$ cat config.mk
export PLATFORM = sky130hd
export DESIGN_NAME = ddsm_fcw_sequencer
export DESIGN_NICKNAME = d
export VERILOG_FILES = /design/src/rtl/ddsm_seq_pkg.sv /design/src/rtl/ddsm_settle_cnt.sv /design/src/rtl/ddsm_fcw_sequencer.sv
export SDC_FILE = /design/constraint.sdc
export NUM_CORES = 1
export LEC_CHECK = 0
export CORE_ASPECT_RATIO = 0.7
export CORE_UTILIZATION = 52
export DETAILED_ROUTE_END_ITERATION = 12
export HOLD_SLACK_MARGIN = 0.06
export PLACE_DENSITY = 0.83
export SYNTH_ARGS = -nofsm -noshare
export SYNTH_HDL_FRONTEND = slang
export SYNTH_SLANG_ARGS = --single-unit
$ cat constraint.sdc
create_clock -name i_clk -period 5.2 [get_ports i_clk]
set_input_delay 1.04 -clock i_clk [delete_from_list [all_inputs] [get_ports i_clk]]
set_output_delay 1.04 -clock i_clk [all_outputs]
set_load 0.02 [all_outputs]
$ cat src/rtl/ddsm_seq_pkg.sv
// Shared types and byte-slice positions for the DDSM FCW sequencer and its input delay stage.
// No logic; a 24-bit FCW is carried as MSB/ISB/LSB bytes at the offsets below.
package ddsm_seq_pkg;

    localparam int C_BYTE_W = 8;
    localparam int C_FCW_W  = 24;

    // Low bit of each byte inside an FCW; the delay stage slices with the same offsets.
    localparam int C_LSB_LO = 0;
    localparam int C_ISB_LO = 8;
    localparam int C_MSB_LO = 16;

    typedef enum logic [2:0] {
        S_IDLE,
        S_LOAD,
        S_SETTLE,
        S_RUN,
        S_FLUSH
    } state_t;

endpackage

$ cat src/rtl/ddsm_settle_cnt.sv
// Loadable down-counter with terminal-count flag; tc is high while the count sits at zero.
// Load takes effect on the next edge; the count saturates at zero and has no flow control.
module ddsm_settle_cnt #(
    parameter int P_W        = 3,
    parameter int P_LOAD_VAL = 4
) (
    input  logic clk,
    input  logic rst,
    input  logic load,
    output logic tc
);

    logic [P_W-1:0] count;

    always_ff @(posedge clk) begin
        if (rst) begin
            count <= '0;
        end else if (load) begin
            count <= P_W'(P_LOAD_VAL);
        end else if (count != '0) begin
            count <= count - 1'b1;
        end
    end

    assign tc = (count == '0);

endmodule

$ cat src/rtl/ddsm_fcw_sequencer.sv
// Sequences FCW bytes into the staggered DDSM input stage and owns the modulator enable.
// A word is held P_SETTLE cycles after load; o_fcw_ready drops in LOAD/SETTLE/FLUSH.
module ddsm_fcw_sequencer
    import ddsm_seq_pkg::*;
#(
    parameter int P_SETTLE = 5
) (
    input  logic               i_clk,
    input  logic               i_rst,
    input  logic [C_FCW_W-1:0] i_fcw,
    input  logic               i_fcw_valid,
    output logic               o_fcw_ready,
    input  logic               i_start,
    input  logic               i_stop,
    output logic [C_BYTE_W-1:0] o_msb,
    output logic [C_BYTE_W-1:0] o_isb,
    output logic [C_BYTE_W-1:0] o_lsb,
    output logic               o_load,
    output logic               o_mod_en,
    output logic               o_sync,
    output logic               o_busy
);

    localparam int C_CNT_W = $clog2(P_SETTLE);

    state_t              state, state_n;
    logic [C_FCW_W-1:0]  shadow;
    logic                shadow_vld;
    logic                stop_pend, stop_pend_n;
    logic                run_origin;
    logic                hs;
    logic                cnt_load, cnt_tc;
    logic                load_word, zero_bytes;
    logic                mod_en_n, sync_n;
    logic [C_FCW_W-1:0]  fcw_sel;

    assign o_fcw_ready = ((state == S_IDLE) || (state == S_RUN)) && !i_rst;
    assign hs          = i_fcw_valid && o_fcw_ready;
    // A word arriving with the start beats the older shadow copy.
    assign fcw_sel     = hs ? i_fcw : shadow;

    // Loaded with P_SETTLE-1 so LOAD plus SETTLE, or all of FLUSH, spans P_SETTLE cycles.
    ddsm_settle_cnt #(
        .P_W        (C_CNT_W),
        .P_LOAD_VAL (P_SETTLE - 1)
    ) u_settle_cnt (
        .clk  (i_clk),
        .rst  (i_rst),
        .load (cnt_load),
        .tc   (cnt_tc)
    );

    always_comb begin
        state_n     = state;
        cnt_load    = 1'b0;
        load_word   = 1'b0;
        zero_bytes  = 1'b0;
        mod_en_n    = o_mod_en;
        sync_n      = 1'b0;
        stop_pend_n = stop_pend;
        case (state)
            S_IDLE: begin
                if (i_start && (hs || shadow_vld)) begin
                    state_n   = S_LOAD;
                    cnt_load  = 1'b1;
                    load_word = 1'b1;
                end
            end
            S_LOAD: begin
                state_n = S_SETTLE;
                if (i_stop) stop_pend_n = 1'b1;
            end
            S_SETTLE: begin
                if (cnt_tc) begin
                    if (stop_pend || i_stop) begin
                        state_n     = S_FLUSH;
                        cnt_load    = 1'b1;
                        zero_bytes  = 1'b1;
                        stop_pend_n = 1'b0;
                    end else begin
                        state_n  = S_RUN;
                        mod_en_n = 1'b1;
                        sync_n   = !run_origin;
                    end
                end else if (i_stop) begin
                    stop_pend_n = 1'b1;
                end
            end
            S_RUN: begin
                if (i_stop) begin
                    state_n    = S_FLUSH;
                    cnt_load   = 1'b1;
                    zero_bytes = 1'b1;
                end else if (hs) begin
                    state_n   = S_LOAD;
                    cnt_load  = 1'b1;
                    load_word = 1'b1;
                end
            end
            S_FLUSH: begin
                if (cnt_tc) begin
                    state_n  = S_IDLE;
                    mod_en_n = 1'b0;
                end
            end
            default: state_n = S_IDLE;
        endcase
    end

    always_ff @(posedge i_clk) begin
        if (i_rst) begin
            state      <= S_IDLE;
            shadow     <= '0;
            shadow_vld <= 1'b0;
            stop_pend  <= 1'b0;
            run_origin <= 1'b0;
            o_msb      <= '0;
            o_isb      <= '0;
            o_lsb      <= '0;
            o_load     <= 1'b0;
            o_sync     <= 1'b0;
            o_mod_en   <= 1'b0;
            o_busy     <= 1'b0;
        end else begin
            state     <= state_n;
            stop_pend <= stop_pend_n;
            if (hs) begin
                shadow     <= i_fcw;
                shadow_vld <= 1'b1;
            end
            if (load_word) begin
                o_msb      <= fcw_sel[C_MSB_LO +: C_BYTE_W];
                o_isb      <= fcw_sel[C_ISB_LO +: C_BYTE_W];
                o_lsb      <= fcw_sel[C_LSB_LO +: C_BYTE_W];
                run_origin <= (state == S_RUN);
            end else if (zero_bytes) begin
                o_msb <= '0;
                o_isb <= '0;
                o_lsb <= '0;
            end
            o_load   <= load_word;
            o_sync   <= sync_n;
            o_mod_en <= mod_en_n;
            o_busy   <= (state_n == S_LOAD) || (state_n == S_SETTLE) || (state_n == S_FLUSH);
        end
    end

endmodule

==> flow_summary.yaml <==
clock_network:
  cts_tree: "yes"
  clk_pin_slew_ns: 0.07
  cts.sinks: 61
  htree_levels: 3
  clock-root-buffer: "clkbuf_8"
  post_cts_buffers: 0
  cts.repair.resized: 0
  clk_latency_ns: 0.34
  cts_buffer_depth: 2
  numCtsBuffers: 9
  cts_hold_buf: 0
floorplanning:
  die_w_um: 82.7
  initial_core_util_pct: 54.5
  io_pins: 58
  die-area_um2: 4840
  core_um2: 4350
  die_h_um: 58.5
  rows: 20
critical_path:
  cp_max_fo: 40
  reg2regPathDepth: 6
  setup.worst_path.end: "o_fcw_ready"
  cp_cell_sequence: "buf_2, nor3_1, clkdlybuf4s50_1"
  startpoint_type: "input port"
  cp_slowest_stage_delay_ns: 0.68
  cp_data_required_time_ns: 4.16
  endpoint_kind: "output port"
  critical_path_class: "in2out"
  cp.arrival_ns: 2.49
  crit_buf_inv: 2
  r2r_end: "o_lsb[7]"
  r2r_setup_slack_ns: 2.90
  r2r_start: "state[0]"
  crit_family: "buffers and inverters"
  cp_slowest_cell: "buf_2"
  cp.depth: 3
  cp-startpoint: "i_rst"
final_layout:
  layout.nets: 298
  antenna_cells: 0
  drive_above_1_share_pct: 16.5
  area_delta_synth_final_pct: 28.8
  final_cells: 327
  final_area_um2: 3050
placed_design:
  dpl.hpwl_um: 3000
  post_dp_cell_area_um2: 2880
  gp_congestion: 0.803
  place_inst: 311
  io_buffers: 57
timing:
  fin_skew_ns: 0.00782
  timing.final.crit_period_ns: 3.53
  drv_slew: 0
  fmax_mhz: 283
  tns_ns: 0
  worstMarginPinSlew_ns: 1.05
  period_share_pct: 68.0
  hold_viol: 0
  finalSetupViolCount: 0
  slew_headroom_pct: 30.3
  rsz0062_at_grt: "false"
global_route:
  antenna_found_initial: 0
  grt_usage_pct: 21.6
  grt_max_degree: 41
  grt_overflow: 0
  first_global_vias: 1598
  grt_pass1_wl_um: 7510
yosys:
  post_synth.cell_area_avg_um2: 11.2
  synth_cells: 212
  async_flop_share_pct: 0
  synth_area_um2: 2370
  yosysMostFrequentCell: "dfxtp_1"
  synth_flop_cell: "dfxtp_1"
  synth_top_cells_by_area: "dfxtp_1 52%, mux2i_1 10%, a22o_1 8.9%, nor2_2 5.0%, nor2_1 2.5%"
  synth_top_area_cell: "dfxtp_1"
  syn_nets: 243
  yosysSeqAreaShare_pct: 51.5
  yosysWarnings: 0
  synth.top_cell.area_share_pct: 51.5
  synth_cell_types: 40
  netlist_top_cells_count: "61 x dfxtp_1, 24 x a22o_1, 24 x mux2i_1"
  ys_ff_latch: 61
  synth_edf_count: 0
power:
  sequentialPowerShare_pct: 44.0
  power_uw: 1270
  comb_power_share_pct: 27.1
  clkPwrFrac_pct: 28.9
  cellPowerDensity_nw_per_um2: 415
  cellLeakagePower_uw: 0.00115
  p_int_uw: 862
  vdd_ir_drop_max_mv: 0.287
  switchingPower_uw: 404
  switching_share_pct: 31.9
routing:
  via_per_inst: 5.14
  drc: 0
  first_iter_violations: 64
  first_pass_iters: 4
  vias: 1681
  avgRoutedWirePerCell_um: 13.9
  ant_nets: 0
  wirelength_um: 4560
hold_path:
  min_path_type: "reg2reg"
run:
  drv_cap: 0
status:
  status: "finished clean"
[placed cells by master (no fill, tap or decap), types with 4 or more instances in the layout]
cell,synthesis,routed
a22o_1,24,24
nor2b_1,5,5
clkdlybuf4s50_1,0,56
nand2b_1,4,4
dfxtp_1,61,61
nor2_1,16,16
nand2_1,6,6
a21oi_1,4,4
nor2_2,19,19
clkbuf_8,0,10
mux2i_1,24,24
[sequential cells by signal (all words and copies together), names as in the netlist]
register            count
o_msb                   8
shadow                 24
shadow_vld              1
o_lsb                   8
run_origin              1
o_sync                  1
u_settle_cnt.count      3
state                   3
o_mod_en                1
o_load                  1
stop_pend               1
o_busy                  1
o_isb                   8
[per-layer routing]
layer | wire (um) | GRT usage [%]
met4 | 68 | 8.87
met5 | 0 | 0
met3 | 252 | 7.60
met1 | 2270 | 29.4
met2 | 1970 | 31.4
[worst reg2reg max path: cells and delay by family, from the launching register on]
kind                   cells  cell delay, ns
XOR/XNOR                   1            0.19
multiplexers               1            0.26
flip-flops                 1            0.50
AND/OR/NAND/NOR            2            0.64
AO/OA/AOI/OAI              1            0.20
buffers and inverters      1            0.40
[through the flow]
step | hold slack (ns) | setup slack, ns | utilization, %
2_1_floorplan | 0.400 | 2.39 | -
3_3_place_gp | 0.422 | 1.71 | 66.1
3_5_place_dp | 0.417 | 1.66 | 66.1
4_1_cts | 0.428 | 1.65 | 70.1
5_1_grt | 0.446 | 1.57 | 70.1
6_report | 0.433 | 1.67 | 70.1
[kinds of logic (layout without fill, tap and decap cells)]
| logic type | after synthesis | after routing | synth area share, % |
|---|---|---|---|
| muxes | 24 | 24 | 10.1 |
| and+or+nand+nor | 68 | 68 | 16.5 |
| buffers and inverters | 16 | 76 | 6.33 |
| AOI/OAI and AO/OA | 39 | 39 | 13.8 |
| xor gates and xnor gates | 2 | 2 | 0.739 |
| adders and majority gates | 2 | 2 | 1.06 |
| DFF | 61 | 61 | 51.5 |
[cell type report]
class / count / area [um2]
clock buffers: 10 / 138
clock inverters: 6 / 38.8
fillers: 342 / 1300
inverters: 2 / 7.51
multi-input cells: 135 / 1010
flip-flops and latches: 61 / 1220
well taps: 55 / 68.8
repair buffers: 58 / 573
[power groups by stage]
stage | clock network, uW | logic, uW | registers, uW
floorplan | 0 | 266 | 573
global placement | 0 | 338 | 565
detailed placement | 0 | 344 | 566
CTS | 376 | 346 | 556
global route | 398 | 381 | 564
finish | 366 | 343 | 557
[worst min-delay path by stage]
stage | from | endpoint | slack (ns) | depth (start not counted)
after floorplan | run_origin | o_sync | 0.40 | 1
after global placement | run_origin | o_sync | 0.42 | 1
after detailed placement | run_origin | o_sync | 0.42 | 1
after CTS | run_origin | o_sync | 0.43 | 1
after global routing | run_origin | o_sync | 0.45 | 1
final | run_origin | o_sync | 0.43 | 1
No activity file was read; power rests on OpenSTA's default activity.
==> RTL change, RTL diff (config.mk and constraints unchanged) <==
The 5 states of `state_t` get a one-hot encoding in 5 bits.
--- a/src/rtl/ddsm_seq_pkg.sv
+++ b/src/rtl/ddsm_seq_pkg.sv
@@ -10,12 +10,12 @@
     localparam int C_ISB_LO = 8;
     localparam int C_MSB_LO = 16;
 
-    typedef enum logic [2:0] {
-        S_IDLE,
-        S_LOAD,
-        S_SETTLE,
-        S_RUN,
-        S_FLUSH
+    typedef enum logic [4:0] {
+        S_IDLE   = 5'b00001,
+        S_LOAD   = 5'b00010,
+        S_SETTLE = 5'b00100,
+        S_RUN    = 5'b01000,
+        S_FLUSH  = 5'b10000
     } state_t;
 
 endpackage
Formal check against the unedited RTL: same outputs for any inputs over 10 cycles, from zero or initial values and one cycle with i_rst high; not proved beyond that.
==> RTL change against the original RTL <==
Die area up 16%; synthesized area increased by 17%; sequential cell count grew 2; worst setup slack got worse by 0.040 ns; total power down 1.1%; critical path depth rose by 1; global-route usage up 0.70 points; critical path type unchanged; largest cell class unchanged; worst hold slack gained 0.017 ns; wire length is 24% higher; cell area is 17% higher.
==> RTL change: results (changes against the original RTL) <==
[synth]
synth_compound_area_share_pct = 17.7  ; was 13.8%
seq_area_frac_synth_pct = 45.6  ; was 51.5%
synthAdderAreaFrac_pct = 0.905  ; was 1.06%
ys_types = 46  ; was 40
synth_mux_area_share_pct = 9.10  ; was 10.1%
synthTopCellsByCount = dfxtp_1 (63), inv_1 (55), nor2b_1 (28), mux2i_1 (24), o32ai_2 (18)  ; was dfxtp_1 (61), a22o_1 (24), mux2i_1 (24), nor2_2 (19), nor2_1 (16)
netlist_top_cells_area = dfxtp_1 (46%), o32ai_2 (11%), mux2i_1 (8.7%)  ; was dfxtp_1 (52%), mux2i_1 (10%), a22o_1 (8.9%)
synth_xor_area_share_pct = 1.22  ; was 0.739%

[detailed_routing]
first_iter_violations = 104  ; was 64
dr_wl_met3_um = 435  ; was 252 um
wl_met2_mm = 2.55  ; was 1.97 mm
wl_met1_mm = 2.56  ; was 2.27 mm
viasPerCell = 5.05  ; was 5.14

[global_routing]
grt_pass1_wl_mm = 9.32  ; was 7.51 mm
met3_usage_pct = 8.85  ; was 7.60%
track_usage_pct = 22.3  ; was 21.6%
grt_start_max_net_pins = 33  ; was 41
grt_pass1_vias = 1961  ; was 1598
use_met1_pct = 28.5  ; was 29.4%

[finish]
diodes = 0  ; unchanged
seq_area_mm2 = 0.00126  ; was 0.00122 mm2
drive_above_1_share_pct = 14.2  ; was 16.5%
fin_nets = 358  ; was 298
final_cells = 401  ; was 327
fillerInstances = 381  ; was 342

[place]
post_dp_cell_area_mm2 = 0.00335  ; was 0.00288 mm2
dp_cells = 385  ; was 311
place_congestion = 0.862  ; was 0.803
place_ws_ns = 1.52  ; was 1.66 ns
dp_hpwl_mm = 3.82  ; was 3.00 mm

[setup_path]
slowest_delay_ns = 0.60  ; was 0.68 ns
cp_data_arrival_time_ns = 2.53  ; was 2.49 ns
regToRegSetupSlack_ns = 2.76  ; was 2.90 ns
path_max_fanout = 3  ; was 40
crit_slowest_cell = clkdlybuf4s50_1  ; was buf_2

[power_and_ir_drop]
peakVddDrop_mv = 0.173  ; was 0.287 mV
p_seq_uw = 542  ; was 557 uW
clkPwrFrac_pct = 36.6  ; was 28.9%
combPwrFrac_pct = 20.1  ; was 27.1%

[timing]
fin_skew_ns = 0.00963  ; was 0.00782 ns
period_minus_slack_ns = 3.57  ; was 3.53 ns
holdWs_ns = 0.451  ; was 0.433 ns

[outcome]
status = finished clean  ; unchanged

==> RTL change: cell count changes after synthesis, moves of 4 or more <==
| cell | unedited run | this run |
|---|---|---|
| a22o_1 | 24 | 1 |
| buf_2 | 2 | 6 |
| inv_1 | 2 | 55 |
| nor2_1 | 16 | 7 |
| nor2_2 | 19 | 2 |
| nor2b_1 | 5 | 28 |
| o32ai_1 | 0 | 6 |
| o32ai_2 | 0 | 18 |
==> RTL change: worst paths after layout <==
kind / cells past startpoint / startpoint / endpoint
worst max-delay path: 4 / i_rst / o_fcw_ready
worst min-delay path: 1 / run_origin / o_sync
worst max register to register: 5 / state[2] / o_msb[7]
worst min register to register: 1 / run_origin / o_sync
==> RTL change: layout make-up <==
class,count,area share (%)
Sequential cell,63,35.4
Timing Repair Buffer,62,17.1
Multi-Input combinational cell,136,33.4
Tap cell,69,2.42
Clock buffer,10,3.58
Clock inverter,6,2.39
Inverter,55,5.79
